## src/rtl/cpu_pkg.sv

```systemverilog
// Shared CPU constants and helpers used by the program memory and the core.
package cpu_pkg;

    localparam logic [31:0] INSTR_NOP  = 32'h0000_0000;
    localparam logic [31:0] INSTR_HALT = 32'h0000_0001;
    localparam logic [6:0]  OP_IMM     = 7'b0010011;
    localparam logic [6:0]  OP_REG     = 7'b0110011;

    // Low-address bits that must be zero for a word-aligned access; zero when a word is one byte.
    function automatic logic [31:0] align_mask(input int unsigned word_bytes);
        if (word_bytes > 32'd1) begin
            align_mask = 32'(word_bytes - 32'd1);
        end else begin
            align_mask = 32'h0000_0000;
        end
    endfunction

endpackage

```

## src/rtl/prog_mem_wordfetch_if.sv

```systemverilog
// Load and fetch bus of the program memory: byte-serial loader plus word fetch and load audit status.
interface prog_mem_wordfetch_if #(
    parameter int BYTE_W     = 8,
    parameter int ADDR_W     = 7,
    parameter int WORD_BYTES = 4,
    parameter int CNT_W      = ADDR_W + 1
);
    logic                         pmWrEn;
    logic [ADDR_W-1:0]            pmAddr;
    logic [BYTE_W-1:0]            instructionIn;
    logic                         fetchEn;
    logic [ADDR_W-1:0]            fetchAddr;
    logic                         fetchValid;
    logic [BYTE_W*WORD_BYTES-1:0] fetchInstr;
    logic                         fetchFault;
    logic [CNT_W-1:0]             byteCount;
    logic [BYTE_W-1:0]            checksum;

    modport master (
        output pmWrEn, pmAddr, instructionIn, fetchEn, fetchAddr,
        input  fetchValid, fetchInstr, fetchFault, byteCount, checksum
    );

    modport slave (
        input  pmWrEn, pmAddr, instructionIn, fetchEn, fetchAddr,
        output fetchValid, fetchInstr, fetchFault, byteCount, checksum
    );
endinterface

```

## src/rtl/pm_byte_lane_ram.sv

```systemverilog
// Byte-wide program RAM with one write port and WORD_BYTES combinational read taps from an aligned base.
module pm_byte_lane_ram #(
    parameter int BYTE_W     = 8,
    parameter int ADDR_W     = 7,
    parameter int WORD_BYTES = 4
) (
    input  logic                         clk,
    input  logic                         wr_en,
    input  logic [ADDR_W-1:0]            wr_addr,
    input  logic [BYTE_W-1:0]            wr_data,
    input  logic [ADDR_W-1:0]            rd_base,
    output logic [BYTE_W*WORD_BYTES-1:0] rd_word
);
    logic [BYTE_W-1:0] mem_r [0:(1<<ADDR_W)-1];

    // Byte write; contents survive reset so a program loaded under reset is kept.
    always_ff @(posedge clk) begin
        if (wr_en) begin
            mem_r[wr_addr] <= wr_data;
        end
    end

    for (genvar g = 0; g < WORD_BYTES; g++) begin : g_tap
        localparam logic [ADDR_W-1:0] OFF = ADDR_W'(g);
        assign rd_word[g*BYTE_W +: BYTE_W] = mem_r[rd_base + OFF];
    end
endmodule

```

## src/rtl/prog_mem_wordfetch.sv

```systemverilog
// Program memory top: registered word fetch with misalignment fault, write-first bypass and load audit counters.
module prog_mem_wordfetch
    import cpu_pkg::*;
#(
    parameter int BYTE_W     = 8,
    parameter int ADDR_W     = 7,
    parameter int WORD_BYTES = 4,
    parameter int CNT_W      = ADDR_W + 1
) (
    input  logic                clk,
    input  logic                rst,
    prog_mem_wordfetch_if.slave bus
);
    localparam int WORD_W = BYTE_W * WORD_BYTES;
    localparam logic [ADDR_W-1:0] LANE_MASK = ADDR_W'(align_mask(WORD_BYTES));

    logic [ADDR_W-1:0] fetch_base_s;
    logic              misaligned_s;
    logic [WORD_W-1:0] tap_word_s;
    logic [WORD_W-1:0] fetch_word_s;

    logic              fetch_valid_r;
    logic              fetch_fault_r;
    logic [WORD_W-1:0] fetch_instr_r;
    logic              in_session_r;
    logic [CNT_W-1:0]  byte_count_r;
    logic [BYTE_W-1:0] checksum_r;

    assign fetch_base_s = bus.fetchAddr & ~LANE_MASK;
    assign misaligned_s = |(bus.fetchAddr & LANE_MASK);

    pm_byte_lane_ram #(
        .BYTE_W    (BYTE_W),
        .ADDR_W    (ADDR_W),
        .WORD_BYTES(WORD_BYTES)
    ) u_ram (
        .clk    (clk),
        .wr_en  (bus.pmWrEn),
        .wr_addr(bus.pmAddr),
        .wr_data(bus.instructionIn),
        .rd_base(fetch_base_s),
        .rd_word(tap_word_s)
    );

    // Write-first bypass: a byte landing in the fetched word this cycle replaces its lane.
    always_comb begin
        fetch_word_s = tap_word_s;
        for (int i = 0; i < WORD_BYTES; i++) begin
            if (bus.pmWrEn && (bus.pmAddr == (fetch_base_s + ADDR_W'(i)))) begin
                fetch_word_s[i*BYTE_W +: BYTE_W] = bus.instructionIn;
            end else begin
                fetch_word_s[i*BYTE_W +: BYTE_W] = tap_word_s[i*BYTE_W +: BYTE_W];
            end
        end
    end

    // Fetch pipeline register; a misaligned request returns an all-zero word (NOP).
    always_ff @(posedge clk or posedge rst) begin
        if (rst) begin
            fetch_valid_r <= 1'b0;
            fetch_fault_r <= 1'b0;
            fetch_instr_r <= '0;
        end else if (bus.fetchEn) begin
            fetch_valid_r <= 1'b1;
            if (misaligned_s) begin
                fetch_fault_r <= 1'b1;
                fetch_instr_r <= '0;
            end else begin
                fetch_fault_r <= 1'b0;
                fetch_instr_r <= fetch_word_s;
            end
        end else begin
            fetch_valid_r <= 1'b0;
            fetch_fault_r <= 1'b0;
        end
    end

    // Load-session audit: restarts on the first write after an idle cycle, runs regardless of rst.
    always_ff @(posedge clk) begin
        in_session_r <= bus.pmWrEn;
        if (bus.pmWrEn) begin
            if (!in_session_r) begin
                byte_count_r <= {{(CNT_W-1){1'b0}}, 1'b1};
                checksum_r   <= bus.instructionIn;
            end else begin
                if (byte_count_r != {CNT_W{1'b1}}) begin
                    byte_count_r <= byte_count_r + {{(CNT_W-1){1'b0}}, 1'b1};
                end
                checksum_r <= checksum_r + bus.instructionIn;
            end
        end
    end

    assign bus.fetchValid = fetch_valid_r;
    assign bus.fetchFault = fetch_fault_r;
    assign bus.fetchInstr = fetch_instr_r;
    assign bus.byteCount  = byte_count_r;
    assign bus.checksum   = checksum_r;
endmodule

```

## src/flat_wrapper.sv

```systemverilog
// flat-port wrapper written by rule: the top's interface ports become plain ports
module prog_mem_wordfetch_flat import cpu_pkg::*;
#(
    parameter int BYTE_W     = 8,
    parameter int ADDR_W     = 7,
    parameter int WORD_BYTES = 4,
    parameter int CNT_W      = ADDR_W + 1
)
  (clk, rst, bus_pmWrEn, bus_pmAddr, bus_instructionIn, bus_fetchEn, bus_fetchAddr, bus_fetchValid, bus_fetchInstr, bus_fetchFault, bus_byteCount, bus_checksum);
  prog_mem_wordfetch_if #(.BYTE_W(BYTE_W), .ADDR_W(ADDR_W), .WORD_BYTES(WORD_BYTES), .CNT_W(CNT_W)) bus_i ();
  input  logic clk;
  input  logic rst;
  input wire logic [$bits(bus_i.pmWrEn)-1:0] bus_pmWrEn;
  input wire logic [$bits(bus_i.pmAddr)-1:0] bus_pmAddr;
  input wire logic [$bits(bus_i.instructionIn)-1:0] bus_instructionIn;
  input wire logic [$bits(bus_i.fetchEn)-1:0] bus_fetchEn;
  input wire logic [$bits(bus_i.fetchAddr)-1:0] bus_fetchAddr;
  output wire logic [$bits(bus_i.fetchValid)-1:0] bus_fetchValid;
  output wire logic [$bits(bus_i.fetchInstr)-1:0] bus_fetchInstr;
  output wire logic [$bits(bus_i.fetchFault)-1:0] bus_fetchFault;
  output wire logic [$bits(bus_i.byteCount)-1:0] bus_byteCount;
  output wire logic [$bits(bus_i.checksum)-1:0] bus_checksum;
  assign bus_i.pmWrEn = bus_pmWrEn;
  assign bus_i.pmAddr = bus_pmAddr;
  assign bus_i.instructionIn = bus_instructionIn;
  assign bus_i.fetchEn = bus_fetchEn;
  assign bus_i.fetchAddr = bus_fetchAddr;
  assign bus_fetchValid = bus_i.fetchValid;
  assign bus_fetchInstr = bus_i.fetchInstr;
  assign bus_fetchFault = bus_i.fetchFault;
  assign bus_byteCount = bus_i.byteCount;
  assign bus_checksum = bus_i.checksum;
  prog_mem_wordfetch #(.BYTE_W(BYTE_W), .ADDR_W(ADDR_W), .WORD_BYTES(WORD_BYTES), .CNT_W(CNT_W)) u_core (.clk(clk), .rst(rst), .bus(bus_i));
endmodule
```

## config.mk

```make
export PLATFORM = sky130hd
export DESIGN_NAME = prog_mem_wordfetch_flat
export DESIGN_NICKNAME = d
export VERILOG_FILES = /design/src/rtl/cpu_pkg.sv /design/src/rtl/prog_mem_wordfetch_if.sv /design/src/rtl/pm_byte_lane_ram.sv /design/src/rtl/prog_mem_wordfetch.sv /design/src/flat_wrapper.sv
export SDC_FILE = /design/constraint.sdc
export NUM_CORES = 1
export LEC_CHECK = 0
export BUFFER_PORTS_ARGS = -buffer_cell sky130_fd_sc_hd__buf_2
export CORE_MARGIN = 4
export CORE_UTILIZATION = 35
export DETAILED_ROUTE_END_ITERATION = 6
export GPL_ROUTABILITY_DRIVEN = 0
export HOLD_SLACK_MARGIN = 0.12
export MAX_ROUTING_LAYER = met4
export RECOVER_POWER = 50
export SYNTH_ARGS = -nofsm -noshare
export SYNTH_HDL_FRONTEND = slang
export SYNTH_SLANG_ARGS = --single-unit
```

## constraint.sdc

```tcl
create_clock -name clk -period 6.57 [get_ports clk]
set_clock_uncertainty 0.05 [all_clocks]
set_input_delay 0.9855 -clock clk [delete_from_list [all_inputs] [get_ports clk]]
set_output_delay 0.9855 -clock clk [all_outputs]
set_load 0.01 [all_outputs]
```

# After elaboration in Yosys (flattened, before gate mapping)
# Memory sizes are Yosys's and may differ from the RTL's.
# Cells that the tools add are included.
word_totals:
  in_bits: 26
  output_inout_bits: 50
  memories: 1
  regBits: 51
  word_cells: 36
  mem_bits_rw: 1024
mem_list:
  columns: ["memory", "depth", "word_bits", "read_ports", "rd_ports_with_merged_regs", "write_ports", "line_no", "text"]
  rows:
  - ["u_core.u_ram.mem_r", 128, 8, 4, 0, 1, "pm_byte_lane_ram.sv:14", "logic [BYTE_W-1:0] mem_r [0:(1<<ADDR_W)-1];"]
op_classes:
  eq_ne: 6
  n_addsub: 5
  reduce_logical: 6
  mux: 12
ops:
  columns: ["cell", "n"]
  rows:
  - ["$mux 8", 6]
  - ["$mux 32", 1]
  - ["$eq 7x7->1", 4]
  - ["$add 7x2->7 const B", 2]
  - ["$add 8x1->8 const B", 1]
  - ["$add 8x8->8", 1]
  - ["$ne 8x8->1 const B", 1]
  - ["$add 7x1->7 const B", 1]
  - ["$mux 1", 5]
  - ["$logic_and 1x1->1", 4]
  - ["$ne 2x2->1 const B", 1]
  - ["$reduce_and 2->1", 1]
  - ["$reduce_or 2->1", 1]

# Depth between registers and ports, before layout
# Gate-level depths: netlist (run 1).
logic_depth:
  ltp_word: 5
  ltp_mapped: 11
  mapped_depth_nobuf: 9

# Modules after synthesis
# A second synthesis (run 1) with hierarchy kept.
unflattened:
  hier_cells: 4644
  area_unflattened_um2: 67742.5
by_module_without_submodules:
  columns: ["mod", "seq_area_each_um2", "area_per_inst_um2", "instances", "cells_each"]
  rows:
  - ["pm_byte_lane_ram", 30749.5, 65007.3, 1, 4390]
  - ["prog_mem_wordfetch", 1351.3, 2735.1, 1, 254]

# Worst setup path after synthesis (run 1)
# Ideal clock, no wire load.
synth_timing:
  path_type: "input port to flip-flop"
  startpoint: "in bus_instructionIn[1]"
  endpoint: "reg u_core.checksum_r[7] (netlist: u_core.bus.checksum[7]) (data pin)"
  setup_time_ns: 0.266
  cell_stages: 7
  slack_ns: 3.722
  t_arrival_ns: 2.532
  n_path_buf: 0
  required_ns: 6.254
  path_cell_list: "ha_1 a211oi_1 o21ai_0 a2111oi_0 nor4_1 nor3_1 xor2_1"
synth_via:
  elab_chain_len: 2
synth_rtl:
  columns: ["item", "line_no", "text"]
  rows:
  - ["start: declaration", "flat_wrapper.sv:15", "input wire logic [$bits(bus_i.instructionIn)-1:0] bus_instructionIn;"]
  - ["$add 8x8->8", "prog_mem_wordfetch.sv:89", "checksum_r <= checksum_r + bus.instructionIn;"]
  - ["$mux 8", "prog_mem_wordfetch.sv:82", "if (!in_session_r) begin"]
  - ["end signal: assignment", "prog_mem_wordfetch.sv:84", "checksum_r <= bus.instructionIn;"]
  - ["end signal: assignment", "prog_mem_wordfetch.sv:89", null]
  - ["end: declaration", "prog_mem_wordfetch.sv:27", "logic [BYTE_W-1:0] checksum_r;"]
# Every way passes these cells.
# A chain may end at the register's enable or synchronous reset.

# Worst setup path after layout (run 1)
layout_timing:
  startpoint: "in bus_instructionIn[7]"
  endpoint: "mem u_core.u_ram.mem_r[15][7] (data pin)"
layout_lines:
  columns: ["item", "line_no"]
  rows:
  - ["end: declaration", "pm_byte_lane_ram.sv:14"]
# No word-level cell before the write port.

==> results of run 1 <==
worst paths after layout:
kind                                                             from                                     to  slack [ns]
worst min-delay path            u_core.bus.fetchInstr[29]$_DFFE_PP0P_  u_core.bus.fetchInstr[29]$_DFFE_PP0P_        0.49
worst min register to register  u_core.bus.fetchInstr[29]$_DFFE_PP0P_  u_core.bus.fetchInstr[29]$_DFFE_PP0P_        0.49
worst max register to register       u_core.bus.checksum[1]$_DFFE_PP_       u_core.bus.checksum[7]$_DFFE_PP_        3.79
max in group asynchronous                                         rst  u_core.bus.fetchInstr[30]$_DFFE_PP0P_        4.66
min in group asynchronous                                         rst        u_core.bus.fetchFault$_DFF_PP0_        0.78
worst max-delay path                             bus_instructionIn[7]    u_core.u_ram.mem_r[15][7]$_DFFE_PP_        2.00
cell type report:
class	instances	area, um2	share of cell area [%]
Sequential cell	1075	32100	67.3
Multi-Input combinational cell	1124	9440	19.8
Clock buffer	138	2840	5.96
Tap cell	1612	2020	4.23
Timing Repair Buffer	111	632	1.32
Clock inverter	57	559	1.17
Inverter	32	120	0.252
Antenna cell	4	10.0	0.0210
power groups by stage:
| stage | registers, uW | clock network [uW] | logic [uW] |
|---|---|---|---|
| 2_1_floorplan | 7740 | 0 | 429 |
| 3_3_place_gp | 7750 | 0 | 738 |
| 3_5_place_dp | 7750 | 0 | 754 |
| 4_1_cts | 7600 | 6030 | 756 |
| 5_1_grt | 7610 | 6350 | 793 |
| 6_report | 7610 | 5940 | 743 |
registers in the layout, summed over array words and instances, names as in the netlist:
register / count
u_core.bus.checksum: 8
u_core.bus.fetchFault: 1
u_core.u_ram.mem_r: 1024
u_core.in_session_r: 1
u_core.bus.fetchValid: 1
u_core.bus.fetchInstr: 32
u_core.bus.byteCount: 8
synthesized netlist by cell type (6+ instances only):
master	number
o22ai_1	111
a2111oi_0	9
nand2_1	36
clkbuf_1	40
nor2b_1	27
ha_1	8
a221o_1	8
mux2i_1	384
a31oi_1	13
o21ai_1	12
edfxtp_1	1040
dfrtp_1	34
buf_2	42
a21oi_1	18
a221oi_1	36
mux4_2	68
nor4_1	20
xnor2_1	6
a22oi_1	44
nand3_1	47
o21ai_0	31
inv_1	32
buf_8	7
buf_4	18
and3_1	8
nor2_1	155
a211oi_1	10
buf_6	26
xor2_1	6
a22o_1	8
layout by cell type, fill, tap and decap left out, types with 9 or more instances in the layout:
cell type	instances
a221oi_1	36
clkinv_1	14
mux4_2	68
o21ai_1	12
buf_4	29
mux2i_1	384
o22ai_1	111
edfxtp_1	1040
nor4_1	20
a211oi_1	10
a2111oi_0	9
clkbuf_16	106
o21ai_0	31
clkinv_2	18
dfrtp_1	34
clkbuf_1	78
a21oi_1	18
buf_2	23
inv_1	32
a22oi_1	44
nand2_1	36
nor2_1	154
a31oi_1	13
nor2b_1	25
nand3_1	47
layer usage:
layer | vias up | wire [um]
li1 | 9711 | -
met1 | 11700 | 46200
met2 | 972 | 50000
met3 | 183 | 8750
met4 | 0 | 2990
met5 | - | 0
cell families (layout without fill, tap and decap cells):
family                     count (synthesis)  in the layout  synth area share (%)
AOI/OAI and AO/OA                        315            315                  5.14
buffers and inverters                    171            338                  2.51
and+or+nand+nor                          333            333                  3.75
adders and majority gates                  9              9                 0.282
xor gates and xnor gates                  12             12                 0.247
other                                      0              4                     0
DFF                                     1075           1075                  75.4
muxes                                    455            455                  12.7
metrics by stage:
step                      setup WS [ns]  instances
after global routing               1.70       4153
after floorplan                    3.72       2370
after global placement             2.46       3954
after CTS                          3.18       4149
after detailed placement           2.45       3954
final                              2.00       4153
==> out/qor.yml, run 1 <==
critical_path:
  critPathLaunchType: "input port"
  critPathBufInv: 2
  max_stage_delay_ns: 2.11
  crit_fanout: 56
  path_cells: "clkbuf_1 -> clkbuf_1"
  crit_family: "buffers and inverters"
  cp.depth: 2
  r2r_cells: 7
  crit_path_end_kind: "flip-flop"
  cp_common_cell: "clkbuf_1"
  crit_required_ns: 6.57
  critical_path_class: "input port to flip-flop"
  cp.arrival_ns: 4.57
  crit_path_top_delay_cell: "clkbuf_1"
power:
  p_clk_share_pct: 41.5
  vdd_drop_max_v: 0.000251
  powerDensity_nw_per_um2: 300
  swShare_pct: 21.8
  seqPwrFrac_pct: 53.3
  p_leak_uw: 0.0158
  netSwitchingPower_uw: 3120
  comb_power_share_pct: 5.2
  power_uw: 14300
  power.internal_uw: 11200
clocking:
  cts_hold_buf: 0
  cts_made_buffers: 104
  tritoncts: "built"
  cts_buffer_depth: 3
  clockRootBuffer: "clkbuf_16"
  path_clk_slew_ns: 0.07
  clk_latency_ns: 0.68
  cts_sinks: 1075
  postCtsSetupBuffers: 0
  postCtsResizedCells: 0
  h-tree-depth: 3
timing:
  tightest_slew_ns: 3.37
  setup_viol: 0
  fmax_ghz: 0.219
  timing.final.crit_share_pct: 69.6
  report.final.slew_viol_count: 654
  whs_ns: 0.488
  relSlewSlack_pct: -125
  rsz0062_at_grt: "false"
  hold_violations: 0
  layout_min_cycle_time_ns: 4.57
  tns_ns: 0
floorplanning:
  dieArea_um2: 127000
  ioPinCount: 76
  die_w_um: 357
  core_area_um2: 120000
  die_h_um: 357
  rows: 127
  start_util_pct: 35.4
synthesis:
  synth_area_leaders: "edfxtp_1 73%, mux2i_1 9.0%, mux4_2 3.6%"
  yosys.area.top_type: "edfxtp_1"
  async_reset_ff_share_pct: 3.16
  synth_cells: 2370
  synth_top_cell_area_share_pct: 73.3
  synth-edff-count: 1040
  yosysSeqAreaShare_pct: 75.4
  ys.flop_type: "edfxtp_1"
  netlist_area_um2: 42600
  ys_ff_latch: 1075
  synthDistinctLibCells: 61
  yosys_warnings: 0
  synth_area_per_cell_um2: 18.0
  synth_nets: 2405
global_routing:
  grt_max_degree: 125
  grt_use_met2_pct: 26.1
  use_met3_pct: 3.05
  grt-ovfl-total: 0
  antenna_found_initial: 8
  grtUsageTotal_pct: 17.2
  top_usage_layer: "met2"
  grt_pass1_vias: 22800
  grt_pass1_wl_um: 157000
  use_met1_pct: 23.7
worst_hold_path:
  min_path_cells: 2
  worstHoldPathType: "flip-flop to flip-flop"
routing:
  vias_per_cell: 5.44
  drtIter0Drc: 2635
  dr.pass1.iters: 6
  ant_nets: 0
  drc_errors: 0
  route.vias.total: 22600
  routedWlPerCell_um: 26.0
  totalWireLength_um: 108000
cells_and_area:
  area_delta_synth_final_pct: 12.1
  fin_nets: 2483
  drive_gt1_share_pct: 11.9
  fin_area_um2: 47700
  final_util_pct: 39.6
  filler_cell_count: 10900
run:
  max_cap_violations: 12
placement:
  placed_area_um2: 44400
  io_buffers: 75
  hpwl_um: 67300
outcome:
  violations: "max-capacitance violations, max-slew violations"
  status: "finished with violations"
Power figures use the tool's default switching activity.
==> run 2, diff against run 1 <==
clock period = 3.7 ns   (was 6.57 ns; I/O delays follow)
==> run 2 against run 1 <==
  * The flow still finishes with violations (max-capacitance violations, max-slew violations)
  * Clock-buffer cell count up 1
  * Critical path depth up 8
  * First-iteration DRC count up 1.0%
  * Via count up 3.2%
  * Non-clock buffer count up 166
  * Sequential power up 77%
  * Global-route usage up 0.50 points
  * Register-to-register slack worse by 2.9 ns
  * Critical endpoint is now u_core.bus.fetchInstr[23]$_DFFE_PP0P_
  * Highest routed layer unchanged
  * Setup slack worse by 1.5 ns
  * Core utilization up 1.1 points
  * Sequential cell count unchanged
  * Total power up 77%
==> out/qor.yml, run 2 (synthesis gave the netlist of run 1 again) <==
placement:
  hpwl_um: 70200  # +4.4%
  placed_area_um2: 45800  # +3.1%
  io_buffers: 75  # unchanged
outcome:
  status: "finished with violations"
  violations: "max-capacitance violations, max-slew violations"
critical_path:
  critical_path_class: "input port to flip-flop"
  crit_fanout: 40  # -29%
  path_cells: "buf_8 -> buf_12 -> buf_4 -> mux2i_1 -> o22ai_1 -> nor4_1 -> buf_4 -> nand3_1 -> mux2i_1 -> o22ai_1"
  crit_required_ns: 4.09  # -2.48 ns
  crit_path_top_delay_cell: "nor4_1"
  critPathLaunchType: "input port"
  crit_family: "buffers and inverters"
  max_stage_delay_ns: 0.85  # -1.26 ns
  crit_path_end_kind: "flip-flop"
  cp.arrival_ns: 3.55  # -1.02 ns
  critPathBufInv: 4  # +2
global_routing:
  grt_pass1_wl_um: 161000  # +2.6%
  grt_pass1_vias: 23400  # +2.9%
  grt-ovfl-total: 0  # unchanged
  grt_max_degree: 134  # +7.2%
  antenna_found_initial: 9  # +1
  grtUsageTotal_pct: 17.7  # +0.50 points
cells_and_area:
  layout_commonest_cell: "edfxtp_1"
  final_util_pct: 40.7  # +1.1 points
  filler_cell_count: 10900  # -0.27%
  regMostFlops: "u_core.u_ram.mem_r"
  fin_area_um2: 49000  # +2.7%
  ff_latch_area_um2: 32100  # unchanged
  largest_reg_flops: 1024  # unchanged
  multi_input_area_um2: 9440  # about the same
  area_delta_synth_final_pct: 15.1
  layout_common_cells: "1040 x edfxtp_1, 384 x mux2i_1, 154 x nor2_1, 143 x buf_4, 111 x o22ai_1"
  fin_nets: 2651  # +6.8%
  drive_gt1_share_pct: 17.2  # +5.3 points
routing:
  drc_errors: 0  # unchanged
  vias_per_cell: 5.40  # -0.78%
  totalWireLength_um: 111000  # +3.0%
  ant_nets: 0  # unchanged
  dr.pass1.iters: 7  # +1
  route.vias.total: 23300  # +3.2%
  drtIter0Drc: 2662  # +1.0%
  routedWlPerCell_um: 25.7  # -1.0%
floorplanning:
  rows: 127  # unchanged
  core_area_um2: 120000  # unchanged
  die_w_um: 357  # unchanged
  dieArea_um2: 127000  # unchanged
  die_h_um: 357  # unchanged
  ioPinCount: 76  # unchanged
  start_util_pct: 35.4  # unchanged
timing:
  report.final.slew_viol_count: 457  # -30%
  tightest_slew_ns: 3.21  # -0.166 ns
  hold_violations: 0  # unchanged
  rsz0062_at_grt: "false"
  layout_min_cycle_time_ns: 3.16
  setup_viol: 0  # unchanged
  timing.final.crit_share_pct: 85.4
  fmax_ghz: 0.317
  whs_ns: 0.328  # -0.160 ns
  relSlewSlack_pct: -114  # +11 points
clocking:
  postCtsResizedCells: 0  # unchanged
  cts_sinks: 1075  # unchanged
  clockRootBuffer: "clkbuf_16"
  h-tree-depth: 3  # unchanged
  cts_buffer_depth: 3  # unchanged
  path_clk_slew_ns: 0.06  # about the same
  tritoncts: "built"
  postCtsSetupBuffers: 0  # unchanged
  clk_latency_ns: 0.69  # about the same
  cts_made_buffers: 106  # +1.9%
power:
  powerDensity_nw_per_um2: 517  # +72%
  vdd_drop_max_v: 0.000407  # +62%
  power_uw: 25300  # +77%
  p_leak_uw: 0.0167  # +5.7%
run:
  max_cap_violations: 7  # -5
worst_hold_path:
  worstHoldPathType: "input port to flip-flop"
==> run 2: cell count changes in the layout (fill, tap and decap cells not counted), sizes merged <==
| cell | change |
|---|---|
| buf | +166 |
| bufinv | -1 |
| clkbuf | -2 |
| clkinvlp | -2 |
| diode | +1 |
| dlygate4sd3 | +3 |
| inv | +1 |
==> run 2: power breakdown <==
| part | internal [uW] | leakage, uW | total [uW] | switching [uW] |
|---|---|---|---|---|
| Clock | 5870 | 0.00163 | 10400 | 4510 |
| Sequential | 13500 | 0.00983 | 13500 | 61.3 |
| Combinational | 480 | 0.00525 | 1430 | 951 |
| Total | 19800 | 0.0167 | 25300 | 5520 |
==> run 2: layout make-up <==
| cell class | count | area share (%) |
|---|---|---|
| diodes | 5 | 0.0255 |
| clock buffers | 139 | 5.75 |
| clock inverters | 55 | 1.08 |
| inverters | 32 | 0.245 |
| multi-input cells | 1124 | 19.3 |
| flip-flops and latches | 1075 | 65.5 |
| well taps | 1612 | 4.12 |
| repair buffers | 277 | 4.01 |
==> run 2: final timing paths <==
| check | startpoint | end | slack (ns) | cells after the start |
|---|---|---|---|---|
| max | bus_fetchAddr[3] | u_core.bus.fetchInstr[23]$_DFFE_PP0P_ | 0.54 | 10 |
| min | bus_instructionIn[0] | u_core.bus.checksum[0]$_DFFE_PP_ | 0.33 | 3 |
| max reg2reg | u_core.bus.checksum[1]$_DFFE_PP_ | u_core.bus.checksum[7]$_DFFE_PP_ | 0.92 | 7 |
| min reg2reg | u_core.bus.fetchInstr[2]$_DFFE_PP0P_ | u_core.bus.fetchInstr[2]$_DFFE_PP0P_ | 0.47 | 2 |
| max in group asynchronous | rst | u_core.bus.fetchInstr[24]$_DFFE_PP0P_ | 1.39 | 3 |
| min in group asynchronous | rst | u_core.bus.fetchFault$_DFF_PP0_ | 0.98 | 3 |
==> run 2: routing by layer <==
layer | vias up | share of wire (%) | track usage (%)
li1 | 10000 | - | -
met3 | 161 | 7.9 | 3.17
met4 | 0 | 2.1 | 4.04
met1 | 12100 | 43 | 24.3
met5 | - | 0 | -
met2 | 1051 | 47 | 27.6
==> run 2: timing repair <==
item / CTS / global route
hold endpoints to repair: 21 / 0
hold buffers: 3 / 0
setup endpoints to repair: 0 / 0
==> run 2: stage by stage <==
stage / cells / TNS (ns) / setup WS (ns)
finish: 4319 / 0 / 0.541
global route: 4319 / 0 / 0.345
CTS: 4314 / 0 / 0.717
detailed placement: 4117 / -0.000346 / -0.000346
global placement: 4117 / -0.0296 / -0.0296
floorplan: 2370 / 0 / 1.28
==> run 2: tightest hold or removal path: stages <==
cell	delay [ns]
clkbuf_1	0.13
ha_1	0.14
mux2_2	0.13
